`src/rtl/mem_bist_master_if.sv`:
```
// Native valid/ready memory bus between the BIST initiator and a responder.
// wstrb 4'b1111 marks a write, 4'b0000 a read; rdata is meaningful while ready is high.
interface mem_bist_master_if;
    logic        mem_valid;
    logic        mem_ready;
    logic [31:0] mem_addr;
    logic [31:0] mem_wdata;
    logic [3:0]  mem_wstrb;
    logic [31:0] mem_rdata;

    modport master (
        output mem_valid, mem_addr, mem_wdata, mem_wstrb,
        input  mem_ready, mem_rdata
    );

    modport slave (
        input  mem_valid, mem_addr, mem_wdata, mem_wstrb,
        output mem_ready, mem_rdata
    );
endinterface

```
`src/rtl/mem_bist_master.sv`:
```
// Memory BIST initiator: writes seed+i to base+4*i over a word range, reads it back,
// and reports pass/fail, a saturating error count and the first failing location.
module mem_bist_master #(
    parameter int unsigned COUNT_WIDTH    = 16,
    parameter int unsigned TIMEOUT_CYCLES = 255,
    parameter int unsigned ERR_WIDTH      = 16
) (
    input  logic                   clk,
    input  logic                   reset,
    input  logic                   start,
    input  logic [31:0]            base_addr,
    input  logic [COUNT_WIDTH-1:0] word_count,
    input  logic [31:0]            seed,
    output logic                   busy,
    output logic                   done,
    output logic                   pass,
    output logic                   timeout,
    output logic [ERR_WIDTH-1:0]   err_count,
    output logic [31:0]            first_err_addr,
    output logic [31:0]            first_err_data,
    mem_bist_master_if.master      mem
);

    typedef enum logic [2:0] {IDLE, WR_REQ, WR_GAP, RD_REQ, RD_GAP, DONE} state_t;

    localparam bit          TMO_EN   = (TIMEOUT_CYCLES != 0);
    localparam int unsigned TW       = (TIMEOUT_CYCLES > 1) ? $clog2(TIMEOUT_CYCLES) : 1;
    localparam logic [TW-1:0] TMO_LAST = TW'(TMO_EN ? TIMEOUT_CYCLES - 1 : 0);

    state_t                 state, state_next;
    logic [31:0]            base_q, seed_q;
    logic [COUNT_WIDTH-1:0] count_q, idx;
    logic [TW-1:0]          wait_cnt;
    logic                   accept, stall, tmo_hit, rd_fire, last;
    logic [31:0]            cur_addr, cur_data;

    assign cur_addr = base_q + (32'(idx) << 2);
    assign cur_data = seed_q + 32'(idx);
    assign last     = (idx == count_q - COUNT_WIDTH'(1));

    always_ff @(posedge clk) begin
        if (reset) state <= IDLE;
        else       state <= state_next;
    end

    always_comb begin
        state_next    = state;
        accept        = 1'b0;
        stall         = 1'b0;
        tmo_hit       = 1'b0;
        rd_fire       = 1'b0;
        busy          = 1'b0;
        done          = 1'b0;
        mem.mem_valid = 1'b0;
        mem.mem_addr  = '0;
        mem.mem_wdata = '0;
        mem.mem_wstrb = '0;
        unique case (state)
            // DONE already has busy low, so a start there is accepted just like in IDLE
            IDLE, DONE: begin
                done       = (state == DONE);
                state_next = IDLE;
                if (start) begin
                    accept     = 1'b1;
                    state_next = (word_count != '0) ? WR_REQ : DONE;
                end
            end
            WR_REQ, RD_REQ: begin
                busy          = 1'b1;
                mem.mem_valid = 1'b1;
                mem.mem_addr  = cur_addr;
                if (state == WR_REQ) begin
                    mem.mem_wdata = cur_data;
                    mem.mem_wstrb = '1;
                end
                if (mem.mem_ready) begin
                    rd_fire    = (state == RD_REQ);
                    state_next = (state == WR_REQ) ? WR_GAP : RD_GAP;
                end else if (TMO_EN && wait_cnt == TMO_LAST) begin
                    tmo_hit    = 1'b1;
                    state_next = DONE;
                end else begin
                    stall = 1'b1;
                end
            end
            WR_GAP: begin
                busy       = 1'b1;
                state_next = last ? RD_REQ : WR_REQ;
            end
            RD_GAP: begin
                busy       = 1'b1;
                state_next = last ? DONE : RD_REQ;
            end
            default: state_next = IDLE;
        endcase
    end

    always_ff @(posedge clk) begin
        if (reset) begin
            base_q         <= '0;
            seed_q         <= '0;
            count_q        <= '0;
            idx            <= '0;
            wait_cnt       <= '0;
            pass           <= 1'b0;
            timeout        <= 1'b0;
            err_count      <= '0;
            first_err_addr <= '0;
            first_err_data <= '0;
        end else begin
            wait_cnt <= stall ? wait_cnt + TW'(1) : '0;
            if (accept) begin
                base_q         <= base_addr & ~32'd3;
                seed_q         <= seed;
                count_q        <= word_count;
                idx            <= '0;
                pass           <= (word_count == '0);
                timeout        <= 1'b0;
                err_count      <= '0;
                first_err_addr <= '0;
                first_err_data <= '0;
            end
            if (tmo_hit) begin
                timeout <= 1'b1;
                pass    <= 1'b0;
            end
            if (rd_fire && mem.mem_rdata != cur_data) begin
                if (err_count != '1) err_count <= err_count + ERR_WIDTH'(1);
                if (err_count == '0) begin
                    first_err_addr <= cur_addr;
                    first_err_data <= mem.mem_rdata;
                end
            end
            if (state == WR_GAP) idx <= last ? '0 : idx + COUNT_WIDTH'(1);
            if (state == RD_GAP) begin
                if (last) pass <= (err_count == '0);
                else      idx  <= idx + COUNT_WIDTH'(1);
            end
        end
    end

endmodule

```
`src/flat_wrapper.sv`:
```
// flat-port wrapper written by rule: the top's interface ports become plain ports
module mem_bist_master_flat 
#(
    parameter int unsigned COUNT_WIDTH    = 16,
    parameter int unsigned TIMEOUT_CYCLES = 255,
    parameter int unsigned ERR_WIDTH      = 16
)
  (clk, reset, start, base_addr, word_count, seed, busy, done, pass, timeout, err_count, first_err_addr, first_err_data, mem_mem_valid, mem_mem_addr, mem_mem_wdata, mem_mem_wstrb, mem_mem_ready, mem_mem_rdata);
  mem_bist_master_if mem_i ();
  input  logic clk;
  input  logic reset;
  input  logic start;
  input  logic [31:0] base_addr;
  input  logic [COUNT_WIDTH-1:0] word_count;
  input  logic [31:0] seed;
  output logic busy;
  output logic done;
  output logic pass;
  output logic timeout;
  output logic [ERR_WIDTH-1:0] err_count;
  output logic [31:0] first_err_addr;
  output logic [31:0] first_err_data;
  output wire logic [$bits(mem_i.mem_valid)-1:0] mem_mem_valid;
  output wire logic [$bits(mem_i.mem_addr)-1:0] mem_mem_addr;
  output wire logic [$bits(mem_i.mem_wdata)-1:0] mem_mem_wdata;
  output wire logic [$bits(mem_i.mem_wstrb)-1:0] mem_mem_wstrb;
  input wire logic [$bits(mem_i.mem_ready)-1:0] mem_mem_ready;
  input wire logic [$bits(mem_i.mem_rdata)-1:0] mem_mem_rdata;
  assign mem_mem_valid = mem_i.mem_valid;
  assign mem_mem_addr = mem_i.mem_addr;
  assign mem_mem_wdata = mem_i.mem_wdata;
  assign mem_mem_wstrb = mem_i.mem_wstrb;
  assign mem_i.mem_ready = mem_mem_ready;
  assign mem_i.mem_rdata = mem_mem_rdata;
  mem_bist_master #(.COUNT_WIDTH(COUNT_WIDTH), .TIMEOUT_CYCLES(TIMEOUT_CYCLES), .ERR_WIDTH(ERR_WIDTH)) u_core (.clk(clk), .reset(reset), .start(start), .base_addr(base_addr), .word_count(word_count), .seed(seed), .busy(busy), .done(done), .pass(pass), .timeout(timeout), .err_count(err_count), .first_err_addr(first_err_addr), .first_err_data(first_err_data), .mem(mem_i));
endmodule
```
`config.mk`:
```
export PLATFORM = sky130hd
export DESIGN_NAME = mem_bist_master_flat
export DESIGN_NICKNAME = d
export VERILOG_FILES = /design/src/rtl/mem_bist_master_if.sv /design/src/rtl/mem_bist_master.sv /design/src/flat_wrapper.sv
export SDC_FILE = /design/constraint.sdc
export NUM_CORES = 1
export LEC_CHECK = 0
export ABC_AREA = 0
export CAP_MARGIN = 20
export CORE_ASPECT_RATIO = 0.8
export CORE_MARGIN = 2
export CORE_UTILIZATION = 42
export CTS_CLUSTER_SIZE = 25
export DETAILED_ROUTE_END_ITERATION = 6
export GPL_TIMING_DRIVEN = 1
export PLACE_DENSITY = 0.68
export SYNTH_ARGS = -nofsm -noshare
export SYNTH_HDL_FRONTEND = slang
export SYNTH_SLANG_ARGS = --single-unit
```
`constraint.sdc`:
```
create_clock -name clk -period 5.6 [get_ports clk]
set_input_delay 0.56 -clock clk [delete_from_list [all_inputs] [get_ports clk]]
set_output_delay 0.56 -clock clk [all_outputs]
set_load 0.02 [all_outputs]
```
==> impl_metrics.json, run 1 <==
{
  "status": "completed",
  "ys_ff_latch": 187,
  "multiInputGateArea_um2": 7710,
  "final_antenna_net_count": 0,
  "nFillCells": 2752,
  "post_route_cells_drive_above_1_share_pct": 4.21,
  "layout-area-overhead-vs-synth_pct": 27.5,
  "synth_cells": 1602,
  "post_cts_resized": 0,
  "synthesis.yosys.warnings": 0,
  "postLayoutCellArea_um2": 15300,
  "synth.lib_cells_used.distinct": 96,
  "critical_path.reg2reg.endpoint": "u_core.first_err_data[5]",
  "clock_transition_at_the_registers_of_the_reported_paths_ns": 0.07,
  "num_io_pins": 269,
  "clock_path_buffers": 2,
  "worst_setup_path_start_kind": "register",
  "cell_area_after_placement_um2": 14700,
  "number_of_global_route_vias_before_repair": 11489,
  "h_tree_lvl_count": 4,
  "power_frac_seq_pct": 42.4,
  "hold_path.class": "register to register",
  "totalPowerFinal_mw": 3.40,
  "design.die.area_um2": 30000,
  "layout.nets": 1951,
  "required_time_of_the_critical_path_ns": 5.04,
  "maximum_number_of_pins_on_one_net_before_global_route_repair": 98,
  "final_min_period_over_clock_period_pct": 88.8,
  "area_taken_by_flip_flops_and_latches_um2": 3740,
  "finalClockSkew_ns": 0.0114,
  "cts_tree": "built",
  "rsz_0062_raised_after_global_routing": "false",
  "grt_antenna_before_repair": 1,
  "synth_enable_flop_cells": 0,
  "p_sw_mw": 1.02,
  "pwr-share-clk_pct": 37.2,
  "gr-total-overflow": 0,
  "fp.dieW_um": 193,
  "cts_hold_buffers": 0,
  "cp-startpoint": "u_core.idx[0]",
  "drt_wl_total_mm": 41.5,
  "critPathKind": "register to output port",
  "max_freq_mhz": 201,
  "worstPathArrival_ns": 4.42,
  "nature_of_the_critical_path_endpoint": "output port",
  "avgRoutedWirePerCell_um": 19.1,
  "synth_top_cell_by_area": "dfxtp_1",
  "ctsRootBufferMaster": "clkbuf_16",
  "fp-row-count": 55,
  "grt_first_pass_wirelength_mm": 64.7,
  "first_iter_violations": 970,
  "die_height_um": 155,
  "leakage_nw": 5.44,
  "max_slew_headroom_pct": 29.9,
  "vdd.ir_drop.worst_v": 0.000210,
  "global_route.usage.total_pct": 26.9,
  "final_max_slew_viol_count": 0,
  "design.core.area_um2": 28200,
  "avgViaCountPerCell": 5.70,
  "clock_latency_ns": 0.44,
  "reg2reg_slack_ns": 0.68,
  "final-hold-violation-count": 0,
  "worst_r2r_path_depth": 14,
  "cts.sink_count": 187,
  "setup_viol": 0,
  "period_minus_slack_ns": 4.98,
  "dr.pass1.iters": 6,
  "place.detailed.hpwl_mm": 30.8,
  "powerDensity_nw_per_um2": 222,
  "synth.yosys.seq_area_share_pct": 31.1,
  "remaining_drc_errors": 0,
  "timing_worst_slew_pin_value_ns": 1.05,
  "timing.critical_path.to": "mem_mem_addr[30]",
  "dpl.cell_count": 2146,
  "worst_r2r_startpoint": "u_core.idx[0]",
  "syn_avg_cell_area_um2": 7.51,
  "postLayoutCoreUtil_pct": 54.4,
  "internal-power_mw": 2.39,
  "port_buffers": 264,
  "initial_utilization_pct": 42.7,
  "worst-path-max-fanout": 7,
  "sum_neg_setup_slack_ns": 0,
  "gp_routability_congestion": 0.967,
  "vias": 12405,
  "swShare_pct": 29.8,
  "synth.top_cell.area_share_pct": 31.1,
  "cts_inserted_buffers": 17,
  "synth_async_sr_flop_share_pct": 0,
  "synthFlopType": "dfxtp_1",
  "post_cts_buffers": 0,
  "yosys-top-cells-area": "dfxtp_1 31%, nand2_1 9.1%, a21oi_1 7.2%",
  "p_comb_share_pct": 20.3,
  "final-instance-count-excl-fill": 2177,
  "syn-cell-area_um2": 12000,
  "maxCapViolCount": 0,
  "worst_hold_startpoint": "u_core.first_err_addr[8]"
}
## synthesized netlist by cell type, drive strengths merged (4+ instances only)
cell,number
clkbuf,64
nand2b,12
o22ai,11
buf,37
a2111oi,4
mux2i,6
dfxtp,187
and4,6
and2,10
nor3b,7
a211o,8
a221oi,5
o21bai,5
o211ai,6
o31ai,10
a211oi,9
or4,6
and3,26
nand3b,50
nor4b,7
nand2,294
nand3,56
or3,11
a31o,5
or2,7
o2111ai,4
inv,28
nor2b,12
a31oi,10
nand4,23
nor3,30
ha,38
mux2,13
a21oi,176
xnor2,50
a21o,12
xnor3,5
nor4,24
o21ai,52
nor2,169
a22oi,5
xor2,50
## worst max-delay path, stage by stage (launching register included)
cell             delay, ns
dfxtp_1               0.48
ha_1                  0.24
fa_1                  0.25
a211o_1               0.15
o211ai_1              0.17
a21oi_1               0.26
a41oi_1               0.18
a211o_1               0.34
o2111ai_1             0.23
a21oi_1               0.15
nor2_1                0.40
nand4_1               0.18
xor2_1                0.20
nor2_1                0.12
clkdlybuf4s50_1       0.62
## power groups by stage
| stage | combinational (mW) | sequential, mW | clock (mW) |
|---|---|---|---|
| floorplan | 0.448 | 1.44 | 0 |
| global placement | 0.679 | 1.47 | 0 |
| detailed placement | 0.685 | 1.47 | 0 |
| CTS | 0.689 | 1.44 | 1.29 |
| global route | 0.752 | 1.45 | 1.34 |
| finish | 0.692 | 1.44 | 1.27 |
## layer usage
layer  GRT usage, %  routed length, µm  vias to the layer above
li1               -                  -                     6023
met1           40.0              20500                     5947
met2           40.0              17900                      397
met3           4.60               2550                       38
met4           6.54                608                        0
met5              0                  0                        -
## area by class of cell
cell class	count	area share [%]
antenna	1	0.0163
clock buffer	20	2.98
clock inverter	10	0.921
inverter	30	0.734
multi-input combinational	1285	50.2
sequential	187	24.4
tap	370	3.02
timing repair buffer	274	17.7
## how the worst min path moves through the flow
stage | end | slack [ns] | depth (start not counted)
2_1_floorplan | u_core.wait_cnt[0] | 0.43 | 1
3_3_place_gp | u_core.first_err_addr[14] | 0.44 | 2
3_5_place_dp | u_core.first_err_addr[11] | 0.44 | 2
4_1_cts | u_core.first_err_addr[11] | 0.46 | 2
5_1_grt | u_core.first_err_addr[9] | 0.47 | 2
6_report | u_core.first_err_addr[8] | 0.45 | 2
## cell usage in the layout (no fill, tap or decap), drive strengths merged, types with 9 or more instances in the layout
master / Yosys / routed
nand2: 294 / 294
clkdlybuf4s50: 0 / 263
dfxtp: 187 / 187
a21oi: 176 / 176
nor2: 169 / 169
nand3: 56 / 56
o21ai: 52 / 52
xnor2: 50 / 50
xor2: 50 / 50
nand3b: 50 / 50
ha: 38 / 38
nor3: 30 / 30
inv: 28 / 30
and3: 26 / 26
nor4: 24 / 24
nand4: 23 / 23
clkbuf: 64 / 20
mux2: 13 / 13
a21o: 12 / 12
nor2b: 12 / 12
nand2b: 12 / 12
or3: 11 / 11
o22ai: 11 / 11
buf: 37 / 11
and2: 10 / 10
o31ai: 10 / 10
a31oi: 10 / 10
a211oi: 9 / 9
## metrics by stage
stage | setup WS, ns | hold WS [ns]
3_3_place_gp | 0.830 | 0.437
6_report | 0.625 | 0.454
3_5_place_dp | 0.685 | 0.443
2_1_floorplan | 1.80 | 0.430
5_1_grt | 0.310 | 0.470
4_1_cts | 0.653 | 0.456
## cells by family after synthesis
| logic type | synth area share (%) |
|---|---|
| AOI/OAI and AO/OA | 19.2 |
| xor gates and xnor gates | 8.21 |
| adders and majority gates | 4.28 |
| buffers and inverters | 5.01 |
| DFF | 31.1 |
| muxes | 1.72 |
| other | 0.0312 |
| and+or+nand+nor | 30.5 |
## flip-flops by register name, indices dropped and copies added (netlist names)
name	flops
u_core.base_q	30
u_core.count_q	16
u_core.err_count	16
u_core.first_err_addr	32
u_core.first_err_data	32
u_core.idx	16
u_core.pass	1
u_core.seed_q	32
u_core.state	3
u_core.timeout	1
u_core.wait_cnt	8
No activity file was read; power rests on OpenSTA's default activity.
==> run 2, diff against run 1 <==
--- a/config.mk
+++ b/config.mk
@@ -7,7 +7,7 @@
 export LEC_CHECK = 0
 export ABC_AREA = 0
 export CAP_MARGIN = 20
-export CORE_ASPECT_RATIO = 0.8
+export CORE_ASPECT_RATIO = 2
 export CORE_MARGIN = 2
 export CORE_UTILIZATION = 42
 export CTS_CLUSTER_SIZE = 25
==> run 2 against run 1 <==
  * Clock skew about the same
  * Clock power is 7% higher
  * Largest power group unchanged
  * Count of clock-buffer cells in the layout down 2
  * Final area grew 1.6%
  * Cell count up 0.41%
  * Sequential share of layout area fell by 0.38 points
  * Global-route usage increased by 2.6 points
==> impl_metrics.json, run 2 (same netlist as run 1, synthesis figures left out) <==
{
  "status": "completed",
  "layout.nets": 1973,
  "clock_latency_ns": 0.46,
  "h_tree_lvl_count": 4,
  "worst_r2r_path_depth": 14,
  "avgRoutedWirePerCell_um": 20.4,
  "gp_routability_congestion": 1.04,
  "clock_path_buffers": 2,
  "port_buffers": 264,
  "hold_path.class": "register to register",
  "dpl.cell_count": 2152,
  "cts_inserted_buffers": 17,
  "final-instance-count-excl-fill": 2186,
  "maxCapViolCount": 0,
  "vdd.ir_drop.worst_v": 0.000264,
  "design.core.area_um2": 28200,
  "grt_first_pass_wirelength_mm": 67.3,
  "totalPowerFinal_mw": 3.52,
  "period_minus_slack_ns": 5.17,
  "area_taken_by_flip_flops_and_latches_um2": 3740,
  "gr-total-overflow": 0,
  "post_route_cells_drive_above_1_share_pct": 5.52,
  "first_iter_violations": 769,
  "met1Wirelength_mm": 14.5,
  "drt_wl_total_mm": 44.6,
  "initial_utilization_pct": 42.7,
  "die_height_um": 243,
  "required_time_of_the_critical_path_ns": 5.04,
  "worst_setup_path_start_kind": "register",
  "powerDensity_nw_per_um2": 226,
  "vias": 12646,
  "max_slew_headroom_pct": 37.3,
  "final_cell_mix": "293 x nand2_1, 263 x clkdlybuf4s50_1, 187 x dfxtp_1, 173 x a21oi_1, 168 x nor2_1",
  "nature_of_the_critical_path_endpoint": "output port",
  "route.top_layer_used": "met4",
  "antennaDiodeCount": 0,
  "rsz_0062_raised_after_global_routing": "false",
  "final-hold-violation-count": 0,
  "avgViaCountPerCell": 5.78,
  "critical_path.reg2reg.endpoint": "u_core.first_err_addr[29]",
  "post_cts_buffers": 0,
  "setup_viol": 0,
  "ctsRootBufferMaster": "clkbuf_16",
  "clock_transition_at_the_registers_of_the_reported_paths_ns": 0.07,
  "leakage_nw": 5.59,
  "nFillCells": 2695,
  "timing_worst_slew_pin_value_ns": 0.940,
  "multiInputGateArea_um2": 7710,
  "worstPathArrival_ns": 4.61,
  "grt_antenna_before_repair": 0,
  "finalClockSkew_ns": 0.0114,
  "met3_length_mm": 2.33,
  "cp-startpoint": "u_core.idx[0]",
  "dr.pass1.iters": 7,
  "final_max_slew_viol_count": 0,
  "final_min_period_over_clock_period_pct": 92.3,
  "remaining_drc_errors": 0,
  "global_route.usage.total_pct": 29.4,
  "cts_hold_buffers": 0,
  "layout-area-overhead-vs-synth_pct": 29.5,
  "cts_tree": "built",
  "sum_neg_setup_slack_ns": 0,
  "critPathKind": "register to output port",
  "largestRegisters": "u_core.first_err_addr (32), u_core.first_err_data (32), u_core.seed_q (32)",
  "worst-path-max-fanout": 6,
  "fp-row-count": 87,
  "design.die.area_um2": 30100,
  "place.detailed.hpwl_mm": 34.6,
  "final_antenna_net_count": 0,
  "worst_r2r_startpoint": "u_core.idx[13]",
  "layout.cells.most_common": "nand2_1",
  "wl_met2_mm": 24.2,
  "fp.dieW_um": 124,
  "num_io_pins": 269,
  "post_cts_resized": 0,
  "timing.critical_path.to": "mem_mem_addr[22]",
  "reg2reg_slack_ns": 0.91,
  "max_freq_mhz": 193,
  "maximum_number_of_pins_on_one_net_before_global_route_repair": 87,
  "cts.sink_count": 187,
  "postLayoutCoreUtil_pct": 55.3,
  "number_of_global_route_vias_before_repair": 12514
}
==> run 2: stage by stage <==
step	setup WS [ns]	cell area [µm²]	hold WS [ns]
4_1_cts	0.399	15500	0.456
2_1_floorplan	1.80	12000	0.430
6_report	0.431	15600	0.454
3_5_place_dp	0.752	14900	0.446
3_3_place_gp	0.804	14900	0.436
5_1_grt	0.215	15600	0.477
==> run 2: where the power goes <==
part / internal (mW) / total [mW] / switching [mW] / leakage (nW)
clock: 0.770 / 1.36 / 0.591 / 0.308
combinational: 0.297 / 0.718 / 0.422 / 3.77
sequential: 1.38 / 1.44 / 0.0620 / 1.52
total: 2.45 / 3.52 / 1.07 / 5.59
==> run 2: routing by layer <==
metal  track usage (%)  vias to the layer above
met1              26.0                     5939
li1                  -                     6072
met5                 0                        -
met2              56.1                      471
met3              6.18                      164
met4              21.2                        0
==> run 2: worst min path at each step <==
stage / from / to / cells past startpoint
floorplan: u_core.wait_cnt[0] / u_core.wait_cnt[0] / 1
global placement: u_core.first_err_addr[7] / u_core.first_err_addr[7] / 2
detailed placement: u_core.first_err_addr[10] / u_core.first_err_addr[10] / 2
CTS: u_core.first_err_addr[7] / u_core.first_err_addr[7] / 2
global route: u_core.base_q[9] / u_core.base_q[9] / 2
finish: u_core.first_err_addr[7] / u_core.first_err_addr[7] / 2
==> run 2: critical path, cell delays in order (launching register included) <==
cell	delay (ns)
dfxtp_1	0.32
buf_4	0.17
ha_1	0.23
fa_1	0.42
a211o_1	0.27
o211ai_1	0.25
a21oi_1	0.18
a41oi_1	0.33
a211o_1	0.24
o2111ai_1	0.15
a21oi_1	0.36
nor2_1	0.22
nand3_1	0.15
xor2_1	0.23
nor2_1	0.07
clkdlybuf4s50_1	0.55
==> run 2: layout make-up <==
class,instances,share of cell area (%)
timing repair buffer,296,18.8
clock buffer,18,2.82
clock inverter,14,1.32
inverter,30,0.722
tap,356,2.86
multi-input combinational,1285,49.5
sequential,187,24.0
==> run 3, diff against run 2 <==
--- a/config.mk
+++ b/config.mk
@@ -6,7 +6,6 @@
 export NUM_CORES = 1
 export LEC_CHECK = 0
 export ABC_AREA = 0
-export CAP_MARGIN = 20
 export CORE_ASPECT_RATIO = 2
 export CORE_MARGIN = 2
 export CORE_UTILIZATION = 42
@@ -14,6 +13,7 @@
 export DETAILED_ROUTE_END_ITERATION = 6
 export GPL_TIMING_DRIVEN = 1
 export PLACE_DENSITY = 0.68
+export SKIP_LAST_GASP = 1
 export SYNTH_ARGS = -nofsm -noshare
 export SYNTH_HDL_FRONTEND = slang
 export SYNTH_SLANG_ARGS = --single-unit
==> run 3 against run 2 <==
  * First-iteration DRC count rose by 2.9%
  * Clock skew rose by 0.0063 ns
  * Wire length fell by 0.20%
  * Critical path depth did not move
  * Die area did not move
  * Non-clock buffer count fell by 2
  * Via count fell by 0.25%
  * Sequential cell count did not move
  * Global-route usage did not move
  * Setup slack got worse by 0.012 ns
  * Highest routed layer unchanged
==> impl_metrics.json, run 3 (same netlist as run 1, synthesis figures left out) <==
{
  "fp-row-count": 87,
  "post_cts_resized": 0,
  "avgViaCountPerCell": 5.78,
  "maxCapViolCount": 0,
  "worstPathBufferInverterCount": 2,
  "post_route_cells_drive_above_1_share_pct": 5.42,
  "period_minus_slack_ns": 5.18,
  "final-hold-violation-count": 0,
  "cts_hold_buffers": 0,
  "dr.pass1.iters": 5,
  "port_buffers": 264,
  "leakage_nw": 5.57,
  "powerDensity_nw_per_um2": 226,
  "postLayoutCoreUtil_pct": 55.1,
  "max_freq_mhz": 193,
  "setup_viol": 0,
  "required_time_of_the_critical_path_ns": 5.04,
  "avgRoutedWirePerCell_um": 20.4,
  "layout-area-overhead-vs-synth_pct": 29.0,
  "cts.sink_count": 187,
  "gp_routability_congestion": 1.04,
  "place.detailed.hpwl_mm": 34.6,
  "grt_first_pass_wirelength_mm": 67.3,
  "vias": 12614,
  "largestRegisters": "u_core.first_err_addr (32), u_core.first_err_data (32), u_core.seed_q (32)",
  "final_min_period_over_clock_period_pct": 92.5,
  "first_iter_violations": 791,
  "design.core.area_um2": 28200,
  "internal-power_mw": 2.44,
  "rsz_0062_raised_after_global_routing": "false",
  "swShare_pct": 30.6,
  "antennaDiodeCount": 0,
  "layout.cells.most_common": "nand2_1",
  "nFillCells": 2703,
  "clock_latency_ns": 0.47,
  "timing_worst_slew_pin_value_ns": 1.14,
  "maximum_number_of_pins_on_one_net_before_global_route_repair": 87,
  "crit_family": "compound AO/OA/AOI/OAI gates",
  "nature_of_the_critical_path_endpoint": "output port",
  "remaining_drc_errors": 0,
  "timing.critical_path.slowest_stage_cell": "clkdlybuf4s50_1",
  "grt_antenna_before_repair": 0,
  "die_height_um": 243,
  "critical_path.cell_chain": "buf_4 > ha_1 > fa_1 > a211o_1 > o211ai_1 > a21oi_1 > a41oi_1 > a211o_1 > o2111ai_1 > a21oi_1 > nor2_1 > nand3_1 > xor2_1 > nor2_1 > clkdlybuf4s50_1",
  "num_io_pins": 269,
  "cts_inserted_buffers": 17,
  "number_of_global_route_vias_before_repair": 12514,
  "hold_ws_ns": 0.455,
  "cts_tree": "built",
  "worstPathArrival_ns": 4.62,
  "worst-path-max-fanout": 6,
  "area_taken_by_flip_flops_and_latches_um2": 3740,
  "final_cell_mix": "293 x nand2_1, 263 x clkdlybuf4s50_1, 187 x dfxtp_1, 173 x a21oi_1, 168 x nor2_1",
  "max_slew_headroom_pct": 23.5,
  "fp.dieW_um": 124,
  "multiInputGateArea_um2": 7710,
  "status": "completed",
  "worst_setup_path_start_kind": "register",
  "p_comb_share_pct": 20.3,
  "design.die.area_um2": 30100,
  "h_tree_lvl_count": 4,
  "power_frac_seq_pct": 41.0,
  "postLayoutCellArea_um2": 15500,
  "place_ws_ns": 0.752,
  "finalClockSkew_ns": 0.0177,
  "vdd.ir_drop.worst_v": 0.000263,
  "layout.nets": 1971,
  "global_route.usage.total_pct": 29.4,
  "p_sw_mw": 1.07,
  "clock_transition_at_the_registers_of_the_reported_paths_ns": 0.07,
  "gr-total-overflow": 0,
  "post_cts_buffers": 0,
  "clock_path_buffers": 2,
  "sum_neg_setup_slack_ns": 0,
  "final_critical_path_setup_slack_ns": 0.419,
  "critPathKind": "register to output port",
  "slowest_delay_ns": 0.55,
  "pwr-share-clk_pct": 38.7,
  "final_max_slew_viol_count": 0,
  "initial_utilization_pct": 42.7,
  "drt_wl_total_mm": 44.5,
  "ctsRootBufferMaster": "clkbuf_16",
  "final_antenna_net_count": 0,
  "cell_area_after_placement_um2": 14900,
  "hold_path.class": "register to register"
}
[run 3: changes by cell type in the layout (fill, tap and decap cells not counted), sizes merged]
cell  delta
buf      -2
[run 3: worst paths after layout]
path                            cells past startpoint  slack, ns                     start                         to
worst min register to register                      2       0.46  u_core.first_err_addr[7]   u_core.first_err_addr[7]
worst max-delay path                               15       0.42             u_core.idx[0]           mem_mem_addr[22]
worst max register to register                     12       0.69            u_core.idx[12]  u_core.first_err_addr[20]
worst min-delay path                                2       0.46  u_core.first_err_addr[7]   u_core.first_err_addr[7]
[run 3: power groups by stage]
stage	Combinational, mW	Clock, mW	Sequential, mW
3_3_place_gp	0.701	0	1.47
6_report	0.712	1.36	1.44
2_1_floorplan	0.448	0	1.44
5_1_grt	0.773	1.43	1.45
3_5_place_dp	0.709	0	1.47
4_1_cts	0.714	1.38	1.44
[run 3: routing by layer]
layer / GRT usage (%) / wire (µm)
met5: 0 / 0
met4: 21.2 / 3670
met3: 6.18 / 2380
met2: 56.1 / 24200
met1: 26.0 / 14300
[run 3: stage by stage]
stage               power (mW)  std cells
finish                    3.51       2184
global route              3.65       2184
CTS                       3.53       2184
detailed placement        2.18       2152
global placement          2.17       2152
floorplan                 1.89       1603
[run 3: final cells by class]
| cell class | count | area share (%) |
|---|---|---|
| multi-input combinational | 1285 | 49.6 |
| timing repair buffer | 294 | 18.5 |
| inverter | 30 | 0.725 |
| sequential | 187 | 24.1 |
| tap | 356 | 2.87 |
| clock buffer | 18 | 2.83 |
| clock inverter | 14 | 1.32 |
[run 3: worst register-to-register path, cell delays in order (launching register included)]
cell and delay (ns):
dfxtp_1 0.41, ha_1 0.60, nand2_1 0.16, o21ai_0 0.62
a21oi_1 0.21, a2111oi_0 0.52, or4b_4 0.24, nor4_4 0.05
and4_4 0.20, nor3_4 0.86, buf_4 0.51, mux2_1 0.37
nor2_1 0.09
